[src/rtl/cpu_seq_ctrl_pkg.sv]
// Shared types and constants for the multi-cycle instruction sequencer.
package cpu_seq_pkg;

  // Sequencer states; 4-bit encoding leaves room for future states.
  typedef enum logic [3:0] {
    FETCH_REQ  = 4'd0,
    FETCH_WAIT = 4'd1,
    DECODE     = 4'd2,
    EXECUTE    = 4'd3,
    MEM_REQ    = 4'd4,
    MEM_WAIT   = 4'd5,
    WRITEBACK  = 4'd6,
    TRAP       = 4'd7,
    HALT       = 4'd8
  } seq_state_e;

  // Halt reasons reported on halt_code.
  localparam logic [1:0] HALT_EBREAK = 2'b00;
  localparam logic [1:0] HALT_IFU_TO = 2'b01;
  localparam logic [1:0] HALT_LSU_TO = 2'b10;

endpackage

[src/rtl/cpu_seq_ctrl_wait_watchdog.sv]
// Bus wait-state watchdog shared by the fetch and memory wait states.
// The count is cleared when a request is accepted and advances on every
// wait cycle without a response. expired_o is high during the TIMEOUT-th
// wait cycle, so the sequencer can still honour a response arriving then.
module wait_watchdog #(
  parameter int unsigned TIMEOUT = 255
) (
  input  logic clk,
  input  logic rst,
  input  logic clr_i,
  input  logic cnt_en_i,
  output logic expired_o
);

  localparam logic [15:0] LAST_CNT = 16'(TIMEOUT - 32'd1);

  logic [15:0] cnt_q;
  logic [15:0] cnt_d;

  // Next count: clear has priority over increment.
  always_comb begin
    cnt_d = cnt_q;
    if (clr_i) begin
      cnt_d = 16'd0;
    end else if (cnt_en_i) begin
      cnt_d = cnt_q + 16'd1;
    end else begin
      cnt_d = cnt_q;
    end
  end

  // Count register with synchronous reset.
  always_ff @(posedge clk) begin
    if (rst) begin
      cnt_q <= 16'd0;
    end else begin
      cnt_q <= cnt_d;
    end
  end

  assign expired_o = (cnt_q == LAST_CNT);

endmodule

[src/rtl/cpu_seq_ctrl.sv]
// Multi-cycle sequencer for the NPC core: drives PC/IR/GPR enables, runs
// the fetch and load/store handshakes, counts retired instructions, traps
// on bus errors and illegal instructions, and halts on ebreak or timeout.
module cpu_seq_ctrl
  import cpu_seq_pkg::*;
#(
  parameter int unsigned CNT_W   = 64,
  parameter int unsigned TIMEOUT = 255
) (
  input  logic             clk,
  input  logic             rst,
  output logic             ifu_req_valid,
  input  logic             ifu_req_ready,
  input  logic             ifu_rsp_valid,
  input  logic             ifu_rsp_err,
  input  logic             dec_is_load,
  input  logic             dec_is_store,
  input  logic             dec_is_ebreak,
  input  logic             dec_illegal,
  output logic             lsu_req_valid,
  input  logic             lsu_req_ready,
  input  logic             lsu_rsp_valid,
  input  logic             lsu_rsp_err,
  output logic             ir_en,
  output logic             pc_en,
  output logic             pc_sel_trap,
  output logic             gpr_we,
  output logic             halt,
  output logic [1:0]       halt_code,
  output logic [CNT_W-1:0] instret
);

  seq_state_e       state_q;
  seq_state_e       state_d;
  logic [CNT_W-1:0] instret_q;
  logic [CNT_W-1:0] instret_d;
  logic [1:0]       halt_code_q;
  logic [1:0]       halt_code_d;

  logic wd_clr_s;
  logic wd_en_s;
  logic wd_expired_s;

  logic ifu_req_valid_s;
  logic lsu_req_valid_s;
  logic ir_en_s;
  logic pc_en_s;
  logic pc_sel_trap_s;
  logic gpr_we_s;
  logic halt_s;

  wait_watchdog #(
    .TIMEOUT (TIMEOUT)
  ) u_wait_watchdog (
    .clk       (clk),
    .rst       (rst),
    .clr_i     (wd_clr_s),
    .cnt_en_i  (wd_en_s),
    .expired_o (wd_expired_s)
  );

  // Next-state, counter updates and state-decoded strobes.
  always_comb begin
    state_d         = state_q;
    instret_d       = instret_q;
    halt_code_d     = halt_code_q;
    wd_clr_s        = 1'b0;
    wd_en_s         = 1'b0;
    ifu_req_valid_s = 1'b0;
    lsu_req_valid_s = 1'b0;
    ir_en_s         = 1'b0;
    pc_en_s         = 1'b0;
    pc_sel_trap_s   = 1'b0;
    gpr_we_s        = 1'b0;
    halt_s          = 1'b0;

    case (state_q)
      FETCH_REQ: begin
        ifu_req_valid_s = 1'b1;
        if (ifu_req_ready) begin
          wd_clr_s = 1'b1;
          state_d  = FETCH_WAIT;
        end else begin
          state_d  = FETCH_REQ;
        end
      end

      FETCH_WAIT: begin
        // A response on the expiry cycle still wins over the timeout.
        if (ifu_rsp_valid) begin
          if (ifu_rsp_err) begin
            state_d = TRAP;
          end else begin
            ir_en_s = 1'b1;
            state_d = DECODE;
          end
        end else if (wd_expired_s) begin
          halt_code_d = HALT_IFU_TO;
          state_d     = HALT;
        end else begin
          wd_en_s = 1'b1;
          state_d = FETCH_WAIT;
        end
      end

      DECODE: begin
        if (dec_illegal) begin
          state_d = TRAP;
        end else if (dec_is_ebreak) begin
          halt_code_d = HALT_EBREAK;
          state_d     = HALT;
        end else begin
          state_d = EXECUTE;
        end
      end

      EXECUTE: begin
        if (dec_is_load || dec_is_store) begin
          state_d = MEM_REQ;
        end else begin
          state_d = WRITEBACK;
        end
      end

      MEM_REQ: begin
        lsu_req_valid_s = 1'b1;
        if (lsu_req_ready) begin
          wd_clr_s = 1'b1;
          state_d  = MEM_WAIT;
        end else begin
          state_d  = MEM_REQ;
        end
      end

      MEM_WAIT: begin
        if (lsu_rsp_valid) begin
          if (lsu_rsp_err) begin
            state_d = TRAP;
          end else begin
            state_d = WRITEBACK;
          end
        end else if (wd_expired_s) begin
          halt_code_d = HALT_LSU_TO;
          state_d     = HALT;
        end else begin
          wd_en_s = 1'b1;
          state_d = MEM_WAIT;
        end
      end

      WRITEBACK: begin
        pc_en_s   = 1'b1;
        gpr_we_s  = !dec_is_store;
        instret_d = instret_q + CNT_W'(1'b1);
        state_d   = FETCH_REQ;
      end

      TRAP: begin
        pc_en_s       = 1'b1;
        pc_sel_trap_s = 1'b1;
        state_d       = FETCH_REQ;
      end

      HALT: begin
        halt_s  = 1'b1;
        state_d = HALT;
      end

      default: begin
        state_d = FETCH_REQ;
      end
    endcase
  end

  // State, retired-instruction counter and halt reason registers.
  always_ff @(posedge clk) begin
    if (rst) begin
      state_q     <= FETCH_REQ;
      instret_q   <= {CNT_W{1'b0}};
      halt_code_q <= HALT_EBREAK;
    end else begin
      state_q     <= state_d;
      instret_q   <= instret_d;
      halt_code_q <= halt_code_d;
    end
  end

  // Output stage: everything is forced low while reset is held.
  always_comb begin
    if (rst) begin
      ifu_req_valid = 1'b0;
      lsu_req_valid = 1'b0;
      ir_en         = 1'b0;
      pc_en         = 1'b0;
      pc_sel_trap   = 1'b0;
      gpr_we        = 1'b0;
      halt          = 1'b0;
      halt_code     = 2'b00;
      instret       = {CNT_W{1'b0}};
    end else begin
      ifu_req_valid = ifu_req_valid_s;
      lsu_req_valid = lsu_req_valid_s;
      ir_en         = ir_en_s;
      pc_en         = pc_en_s;
      pc_sel_trap   = pc_sel_trap_s;
      gpr_we        = gpr_we_s;
      halt          = halt_s;
      halt_code     = halt_code_q;
      instret       = instret_q;
    end
  end

endmodule

[config.mk]
export PLATFORM = sky130hd
export DESIGN_NAME = cpu_seq_ctrl
export DESIGN_NICKNAME = d
export VERILOG_FILES = /design/src/rtl/cpu_seq_ctrl_pkg.sv /design/src/rtl/cpu_seq_ctrl_wait_watchdog.sv /design/src/rtl/cpu_seq_ctrl.sv
export SDC_FILE = /design/constraint.sdc
export NUM_CORES = 1
export LEC_CHECK = 0
export ABC_AREA = 0
export BUFFER_PORTS_ARGS = -buffer_cell sky130_fd_sc_hd__buf_2
export CAP_MARGIN = 15
export CORE_MARGIN = 5
export CORE_UTILIZATION = 55
export CTS_CLUSTER_SIZE = 40
export DETAILED_ROUTE_END_ITERATION = 10
export PLACE_DENSITY = 0.9
export RECOVER_POWER = 50
export SLEW_MARGIN = 20
export SYNTH_ARGS = -nofsm -noshare
export SYNTH_HDL_FRONTEND = slang
export SYNTH_SLANG_ARGS = --single-unit
[constraint.sdc]
create_clock -name clk -period 2.55 [get_ports clk]
set_input_delay 0.255 -clock clk [delete_from_list [all_inputs] [get_ports clk]]
set_output_delay 0.255 -clock clk [all_outputs]
set_load 0.05 [all_outputs]
==> metrics.txt, run 1 <==
vias in the first global route about 4500; Core Util, Final 0.635; # rows 34; Hold Crit Start rst; Tcrit/Tclk final 0.945; synthesized net count 625; CP endpoint kind flop; initial core utilization 0.557; clk_lat worst skew about 360 ps; Setup CP Type reg2reg; count of final hold-check violations 0; TritonCTS clock tree yes; Diodes inserted 0; post-synth cell types between 50 and 60; residual DRC count 0; relative slew slack 0.359; DR vias around 4800; PD cells between 400 and 500 nW/µm²; WL/cell 14.9 µm; first-pass GRT wire length ~20000 µm; GRT Total Usage 0.228; die area between 10000 and 15000 µm²; Mapped Cells slightly above 600; Synth Warn # 0; Area Growth Syn to Fin 14.0%; worst min path class in2reg; Data arrival, critical path ~2700 ps; status complete, no violations; count of maximum capacitance violations 0; Leak Pwr roughly 1.7 nW; # fillers around 740; vias per cell between 5 and 6; chip width between 100 and 150 µm; H-tree Lvls 3; HPWL Detailed between 8000 and 9000 µm; crit path from instret_q[5]; WL final approximately 12000 µm; min Tclk post-route roughly 2400 ps; CTS max path bufs 2; io pins 85; RSZ-0062 raised after global routing no; total gr overflow 0; initial drt markers around 280; predominant post-synthesis flop cell dfxtp_1; post-CTS setup buffer count 0; clk slew on worst S/H paths approximately 90 ps; Yosys reg bits 86; Avg Synthesized Cell Area a little under 8 µm²; initial antenna violation count 0; R2R cell count 6; CTS buffer count 9; ys async rst share 0; antenna-violating nets left 0; sequential fraction of the synthesis area 0.360; Port Buffers 84; clk sinks 86; drt first pass iters 5; leading cell types in the layout, fill and taps excluded dfxtp_1, clkbuf_1, nor2b_1, nor2_1, a21oi_1; required time of the critical path about 2800 ps; Core Region between 8000 and 9000 µm²; maximum VDD drop between 0.0003 and 0.0004 V; Final Skew 10.0 ps; root buffer cell clkbuf_8; EDFF count, synth 0; FMAX roughly 0.41 GHz; TNS Setup 0 ps; CP startpoint kind flop; synthesized cell area approximately 4800 µm²; Die Y 103 µm; worst hold slack around 160 ps; Tightest Pin Transition ~960 ps; hold path depth 2; final setup fails 0; final slew viol count 0; largest net degree at the start of global routing slightly above 80; Final GP Congestion approximately 0.88; share of layout cells above drive strength 1 0.0854; CP max FO 13; Reg2Reg Launch Point instret_q[5]; commonest non-fill, non-tap cell in the layout dfxtp_1; nets@finish ~700
==> Yosys cell counts, types with 4 or more instances <==
library cell / n / area (µm²)
or3_1: 24 / 150
nand3_1: 25 / 125
o31ai_1: 18 / 135
xnor2_1: 14 / 123
nand4_1: 32 / 200
and3_1: 10 / 62.6
and2_1: 7 / 43.8
mux2_1: 5 / 56.3
dfxtp_1: 86 / 1720
o21ai_0: 19 / 95.1
inv_1: 14 / 52.6
nor3_1: 17 / 85.1
clkbuf_1: 27 / 101
or4_1: 23 / 173
nand2_1: 37 / 139
a21oi_1: 50 / 250
nor2b_1: 61 / 382
xor2_1: 15 / 131
nand2b_1: 5 / 31.3
and4_1: 4 / 35.0
o21ai_1: 9 / 45.0
nor2_1: 61 / 229
nor4_1: 6 / 37.5
==> where the power goes <==
part	leakage, nW	internal (W)	switching, W
logic	0.953	0.0000975	0.000189
registers	0.693	0.00136	0.0000139
clock network	0.0964	0.000452	0.000497
==> layer usage <==
metal,global-route usage,routed length [µm],vias to the layer above
met5,0,0,-
met1,0.284,5150,2234
li1,-,-,2353
met4,0.0747,199,0
met3,0.0349,643,20
met2,0.403,5920,157
==> area by class of cell <==
class,instances,area [µm²],area share
Multi-Input combinational cell,478,2910,0.534
Tap cell,108,135,0.0248
Timing Repair Buffer,97,444,0.0815
Inverter,14,52.6,0.00964
Clock inverter,6,61.3,0.0112
Sequential cell,86,1720,0.316
Clock buffer,10,128,0.0234
==> registers in the layout, indices dropped and copies added (netlist names) <==
| name | count |
|---|---|
| halt_code_q | 2 |
| u_wait_watchdog.cnt_q | 16 |
| instret_q | 64 |
| state_q | 4 |
==> per-stage QoR <==
| stage | worst slack, ps | instance area (µm²) | instances | power (W) |
|---|---|---|---|---|
| global placement | 314 | 5340 | 783 | 0.00168 |
| detailed placement | 209 | 5340 | 783 | 0.00169 |
| floorplan | 211 | 4790 | 610 | 0.00162 |
| global route | 30.6 | 5450 | 799 | 0.00270 |
| finish | 140 | 5450 | 799 | 0.00261 |
| CTS | 124 | 5530 | 799 | 0.00262 |
==> worst paths after layout <==
kind	to	slack, ps
min	halt_code_q[0]	160
max	instret_q[62]	140
max reg2reg	instret_q[62]	140
min reg2reg	halt_code_q[0]	470
==> worst max-delay path, stage by stage (launching register included) <==
cell	delay (ps)
dfxtp_1	400
nand3_1	210
nor4_1	590
nand4_1	190
buf_4	220
or4_1	530
a21oi_1	190
==> cells by family (layout without fill, tap and decap cells) <==
kind of cell	Yosys count	after routing	synth area share
DFF	86	86	0.360
adders and majority gates	3	3	0.00785
and+or+nand+nor	332	332	0.398
buffers and inverters	46	127	0.0371
muxes	7	7	0.0162
AOI/OAI and AO/OA	107	107	0.128
xor gates and xnor gates	29	29	0.0531
==> what timing repair did <==
item	CTS	global route
endpoints found under the setup margin	0	8
hold buffers	0	0
gates resized for setup	0	3
(Power assumes the default switching activity.)
==> run 2, diff against run 1 <==
ABC_AREA = default   (was 0)
CORE_UTILIZATION = 35   (was 55)
PLACE_DENSITY = 0.65   (was 0.9)
==> metrics.txt, run 2 (synthesized netlist as in run 1, its figures left out) <==
status complete, no violations; WL final 12400 µm (+3.8%); Die Y 127 µm (+23%); worst hold slack 207 ps (+46.0 ps); PD cells 527 nW/µm² (+10%); Diodes inserted 0 (unchanged); chip width 127 µm (+23%); root buffer cell clkbuf_16; Non-Filler Instances 870 (+8.9%); DR vias 4708 (-1.2%); DP Cell Count 854 (+9.1%); final worst slack 179 ps (+39.3 ps); drt first pass iters 4 (-1); die area 16100 µm² (+51%); Area Growth Syn to Fin 18.4%; WL/cell 14.2 µm (-4.7%); cell area after layout 5660 µm² (+3.8%); RSZ-0062 raised after global routing no; hold buffer count at CTS 0 (unchanged); CP max FO 5 (-8); Post-DP Area 5450 µm² (+2.0%); clk sinks 86 (unchanged); CTS buffer count 9 (unchanged); GRT Total Usage 0.153 (-0.0745); vias in the first global route 4499 (+0.58%); nets@finish 704 (+0.43%); first-pass GRT wire length 20900 µm (+4.0%); initial drt markers 267 (-6.0%); TritonCTS clock tree yes; FMAX 0.422 GHz (+1.7%); total gr overflow 0 (unchanged); final slew viol count 0 (unchanged); CP endpoint kind flop; worst-path cell chain ha_1 > nand4_1 > or3_1 > nor4_1 > and3_1 > mux2_1; Setup CP Type reg2reg; crit path max-delay cell type nor4_1; Core Region 13300 µm² (+55%); Final Skew 7.55 ps (-2.49 ps); Top reg by flops instret_q; # fillers 1396 (+89%); maximum VDD drop 0.000260 V (-26%); Top Registers instret_q (64), u_wait_watchdog.cnt_q (16), state_q (4); TNS Setup 0 ps (unchanged); count of final hold-check violations 0 (unchanged); largest net degree at the start of global routing 84 (+3.7%); required time of the critical path 2790 ps (-40 ps); HPWL Detailed 8940 µm (+5.5%); slowest stage delay, CP 570 ps (-20 ps); initial core utilization 0.358 (-0.198); CP startpoint kind flop; relative slew slack 0.437 (+0.0781); post-CTS setup buffer count 0 (unchanged); Largest register FFs 64 (unchanged); Tightest Pin Transition 844 ps (-117 ps); worst min path class in2reg; Leak Pwr 1.81 nW (+3.7%); Data arrival, critical path 2610 ps (-80 ps); residual DRC count 0 (unchanged); clk slew on worst S/H paths 70 ps (-20 ps); final setup fails 0 (unchanged); CTS max path bufs 2 (unchanged); share of layout cells above drive strength 1 0.0865 (+0.00107); vias per cell 5.41 (-9.2%); count of maximum capacitance violations 0 (unchanged); leading cell types in the layout, fill and taps excluded dfxtp_1, clkbuf_1, nor2b_1, nor2_1, a21oi_1; antenna-violating nets left 0 (unchanged); clk_lat worst skew 350 ps (about the same); PostCTS Resize Cnt 0 (unchanged); initial antenna violation count 0 (unchanged); commonest non-fill, non-tap cell in the layout dfxtp_1; io pins 85 (unchanged); H-tree Lvls 3 (unchanged); # rows 42 (+24%); min Tclk post-route 2370 ps (-39.3 ps); Tcrit/Tclk final 0.930 (-0.0154); worst slack, placed 224 ps (+15.2 ps); Final GP Congestion 0.881 (-0.24%); Port Buffers 84 (unchanged)
run 2: path summary, 6_finish.rpt:
check                      start             end  slack [ps]  cells after the start
setup / recovery    instret_q[0]   instret_q[32]         180                      6
hold / removal       dec_is_load      state_q[1]         210                      4
setup reg to reg    instret_q[0]   instret_q[32]         180                      6
hold reg to reg   halt_code_q[0]  halt_code_q[0]         480                      2
run 2: stage by stage:
stage | total power [W] | util
6_report | 0.00298 | 0.424
4_1_cts | 0.00302 | 0.431
2_1_floorplan | 0.00162 | -
3_3_place_gp | 0.00168 | 0.408
5_1_grt | 0.00311 | 0.424
3_5_place_dp | 0.00169 | 0.408
run 2: routing by layer:
| metal | vias to the layer above | GRT usage | wire length, µm |
|---|---|---|---|
| li1 | 2362 | - | - |
| met1 | 2200 | 0.190 | 5540 |
| met2 | 132 | 0.259 | 5960 |
| met3 | 14 | 0.0408 | 689 |
| met4 | 0 | 0.0505 | 179 |
| met5 | - | 0 | 0 |
run 2: critical path: cells and delay by family, from the launching register on:
family	cells	cell delay [ps]
simple gates	4	1320
flops	1	420
mux	1	310
fa+ha+maj	1	200
run 2: cell type report:
| type | instances | area (µm²) | share of cell area |
|---|---|---|---|
| clock buffers | 11 | 243 | 0.0429 |
| clock inverters | 5 | 58.8 | 0.0104 |
| inverters | 14 | 52.6 | 0.00928 |
| multi-input cells | 478 | 2900 | 0.511 |
| flip-flops and latches | 86 | 1720 | 0.304 |
| well taps | 176 | 220 | 0.0389 |
| repair buffers | 100 | 470 | 0.0831 |
run 2: power by group:
group	switching, W	internal [W]
sequential	0.0000126	0.00136
combinational	0.000189	0.0000964
clock	0.000543	0.000786
total	0.000744	0.00224
==> run 3, diff against run 2 <==
ABC_AREA = 1   (was default)
HOLD_SLACK_MARGIN = 0.12   (was default)
==> metrics.txt, run 3 <==
Final Skew 8.26 ps (+0.707 ps); WL/cell 12.7 µm (-11%); Worst Hold End state_q[1]; post-CTS setup buffer count 0 (unchanged); part of the power in the clock network 0.442 (-0.003); first-pass GRT wire length 24100 µm (+15%); PD cells 495 nW/µm² (-6.2%); Top reg by flops instret_q; WL final 14800 µm (+20%); H-tree Lvls 3 (unchanged); leading cell types in the layout, fill and taps excluded nor2_1, nand2_1, inv_1, dfxtp_1, clkbuf_1; commonest non-fill, non-tap cell in the layout nor2_1; min Tclk post-route 2100 ps (-266 ps); Avg Synthesized Cell Area 6.00 µm² (-23%); CP startpoint kind flop; Synth top area share 0.321 (-0.0393); CP endpoint kind flop; Data arrival, critical path 2390 ps (-220 ps); synthesized net count 910 (+46%); area leader, netlist dfxtp_1; Final GP Congestion 0.853 (-3.2%); Core Util, Final 0.409 (-0.0152); chip width 134 µm (+5.5%); PostCTS Resize Cnt 0 (unchanged); antenna-violating nets left 0 (unchanged); part of the power in combinational logic 0.107 (+0.011); post-synth cell types 35 (-31%); Tcrit/Tclk final 0.825 (-0.104); initial antenna violation count 0 (unchanged); DR vias 5612 (+19%); TNS Setup 0 ps (unchanged); initial core utilization 0.355 (-0.00380); drt first pass iters 5 (+1); Tightest Pin Transition 913 ps (+69.1 ps); register share of total power 0.451 (-0.008); Die Y 134 µm (+5.5%); Core Region 15100 µm² (+13%); maximum VDD drop 0.000332 V (+28%); largest net degree at the start of global routing 57 (-32%); Hold Crit Start dec_is_load; status complete, no violations; ys async rst share 0 (unchanged); Setup CP Type reg2reg; hold path depth 4 (unchanged); vias in the first global route 5068 (+13%); largest cells by area after synthesis dfxtp_1, nor2_1, nand2_1, inv_1, nand3_1; clk slew on worst S/H paths 60 ps (about the same); r2r setup slk 450 ps (+270 ps); HPWL Detailed 11400 µm (+28%); initial drt markers 395 (+48%); residual DRC count 0 (unchanged); Port Buffers 84 (unchanged); clk sinks 86 (unchanged); Mapped Cells 895 (+47%); die area 17900 µm² (+11%); relative slew slack 0.391 (-0.0461); share of layout cells above drive strength 1 0.0694 (-0.0171); internal power 0.00226 W (+0.71%); CTS buffer count 9 (unchanged); Reg2Reg Launch Point state_q[2]; # rows 45 (+7.1%); sw frac 0.264 (+0.0141); nets@finish 990 (+41%); Synth Warn # 0 (unchanged); vias per cell 4.80 (-11%); clk_lat worst skew 350 ps (about the same); sequential fraction of the synthesis area 0.321 (-0.0393); R2R cell count 8 (+2); Largest register FFs 64 (unchanged); root buffer cell clkbuf_16; final setup fails 0 (unchanged); Yosys reg bits 86 (unchanged); hold buffer count at CTS 0 (unchanged); count of final hold-check violations 0 (unchanged); list of most frequent post-synthesis cells nor2_1, nand2_1, inv_1; CTS max path bufs 2 (unchanged); P_sw 0.000807 W (+8.4%); predominant post-synthesis flop cell dfxtp_1; Critical R2R Capture instret_q[58]; count of maximum capacitance violations 0 (unchanged); io pins 85 (unchanged); Top Registers instret_q (64), u_wait_watchdog.cnt_q (16), state_q (4); EDFF count, synth 0 (unchanged); final slew viol count 0 (unchanged); Leak Pwr 2.23 nW (+23%); worst min path class in2reg; synthesized cell area 5370 µm² (+12%); GRT Total Usage 0.163 (+0.00956); CP max FO 7 (+2); required time of the critical path 2840 ps (+50 ps); total gr overflow 0 (unchanged); FMAX 0.475 GHz (+13%); most frequent cell after synthesis nor2_1; RSZ-0062 raised after global routing no; Area Growth Syn to Fin 15.3%; Diodes inserted 0 (unchanged); TritonCTS clock tree yes
-- run 3: cell count changes after synthesis, moves of 23 or more --
cell     before  now
inv_1        14  134
nand2_1      37  195
nand3_1      25   54
nor2_1       61  208
nor2b_1      61    0
or3_1        24    0
or4_1        23    0
-- run 3: how the worst max path moves through the flow --
stage | from | end | cells past startpoint
after detailed placement | instret_q[0] | instret_q[52] | 10
after global placement | instret_q[0] | instret_q[60] | 10
after floorplan | rst | pc_sel_trap | 3
final | state_q[2] | instret_q[58] | 8
after CTS | instret_q[0] | instret_q[52] | 10
after global routing | state_q[2] | instret_q[39] | 9
-- run 3: area by class of cell --
cell class                      count  area, µm²
Clock inverter                      4       45.0
Clock buffer                       12        256
Sequential cell                    86       1720
Inverter                          137        514
Fill cell                        1676       8950
Multi-Input combinational cell    654       3040
Timing Repair Buffer               87        380
Tap cell                          188        235
-- run 3: metal layers --
layer | routed length, µm | part of all wire | vias up | track usage
li1 | - | - | 2974 | -
met3 | 621 | 0.042 | 16 | 0.0180
met5 | 0 | 0 | - | 0
met4 | 240 | 0.016 | 0 | 0.0560
met2 | 6530 | 0.44 | 120 | 0.258
met1 | 7410 | 0.50 | 2502 | 0.231
-- run 3: power by group through the flow --
stage	sequential (W)	clock, W	combinational, W
floorplan	0.00141	0	0.000261
global placement	0.00141	0	0.000335
detailed placement	0.00141	0	0.000335
CTS	0.00138	0.00138	0.000337
global route	0.00138	0.00144	0.000368
finish	0.00138	0.00135	0.000327
-- run 3: worst max-delay path, cell delays in order, from the launching register on --
cell and delay [ps]:
dfxtp_1 410, nand2_2 120, nor2_1 460, nand3_4 230, nor3_1 470, nand4_1 140
nand2_1 90, inv_1 40, nor2_1 90
-- run 3: cell families (layout without fill, tap and decap cells) --
family,count (synthesis),in the layout,synth area share
simple gates,541,541,0.441
buf+inv,155,240,0.110
compound gates,92,92,0.0920
flops,86,86,0.321
xor+xnor,18,18,0.0294
fa+ha+maj,3,3,0.00699
-- run 3: metrics by stage --
stage	instances	power (W)	hold slack, ps	setup slack (ps)	area [µm²]
after CTS	1168	0.00310	227	563	6290
after global routing	1168	0.00319	257	231	6190
after global placement	1152	0.00175	456	633	5990
after detailed placement	1152	0.00175	458	570	5990
final	1168	0.00306	237	445	6190
after floorplan	895	0.00167	440	101	5370
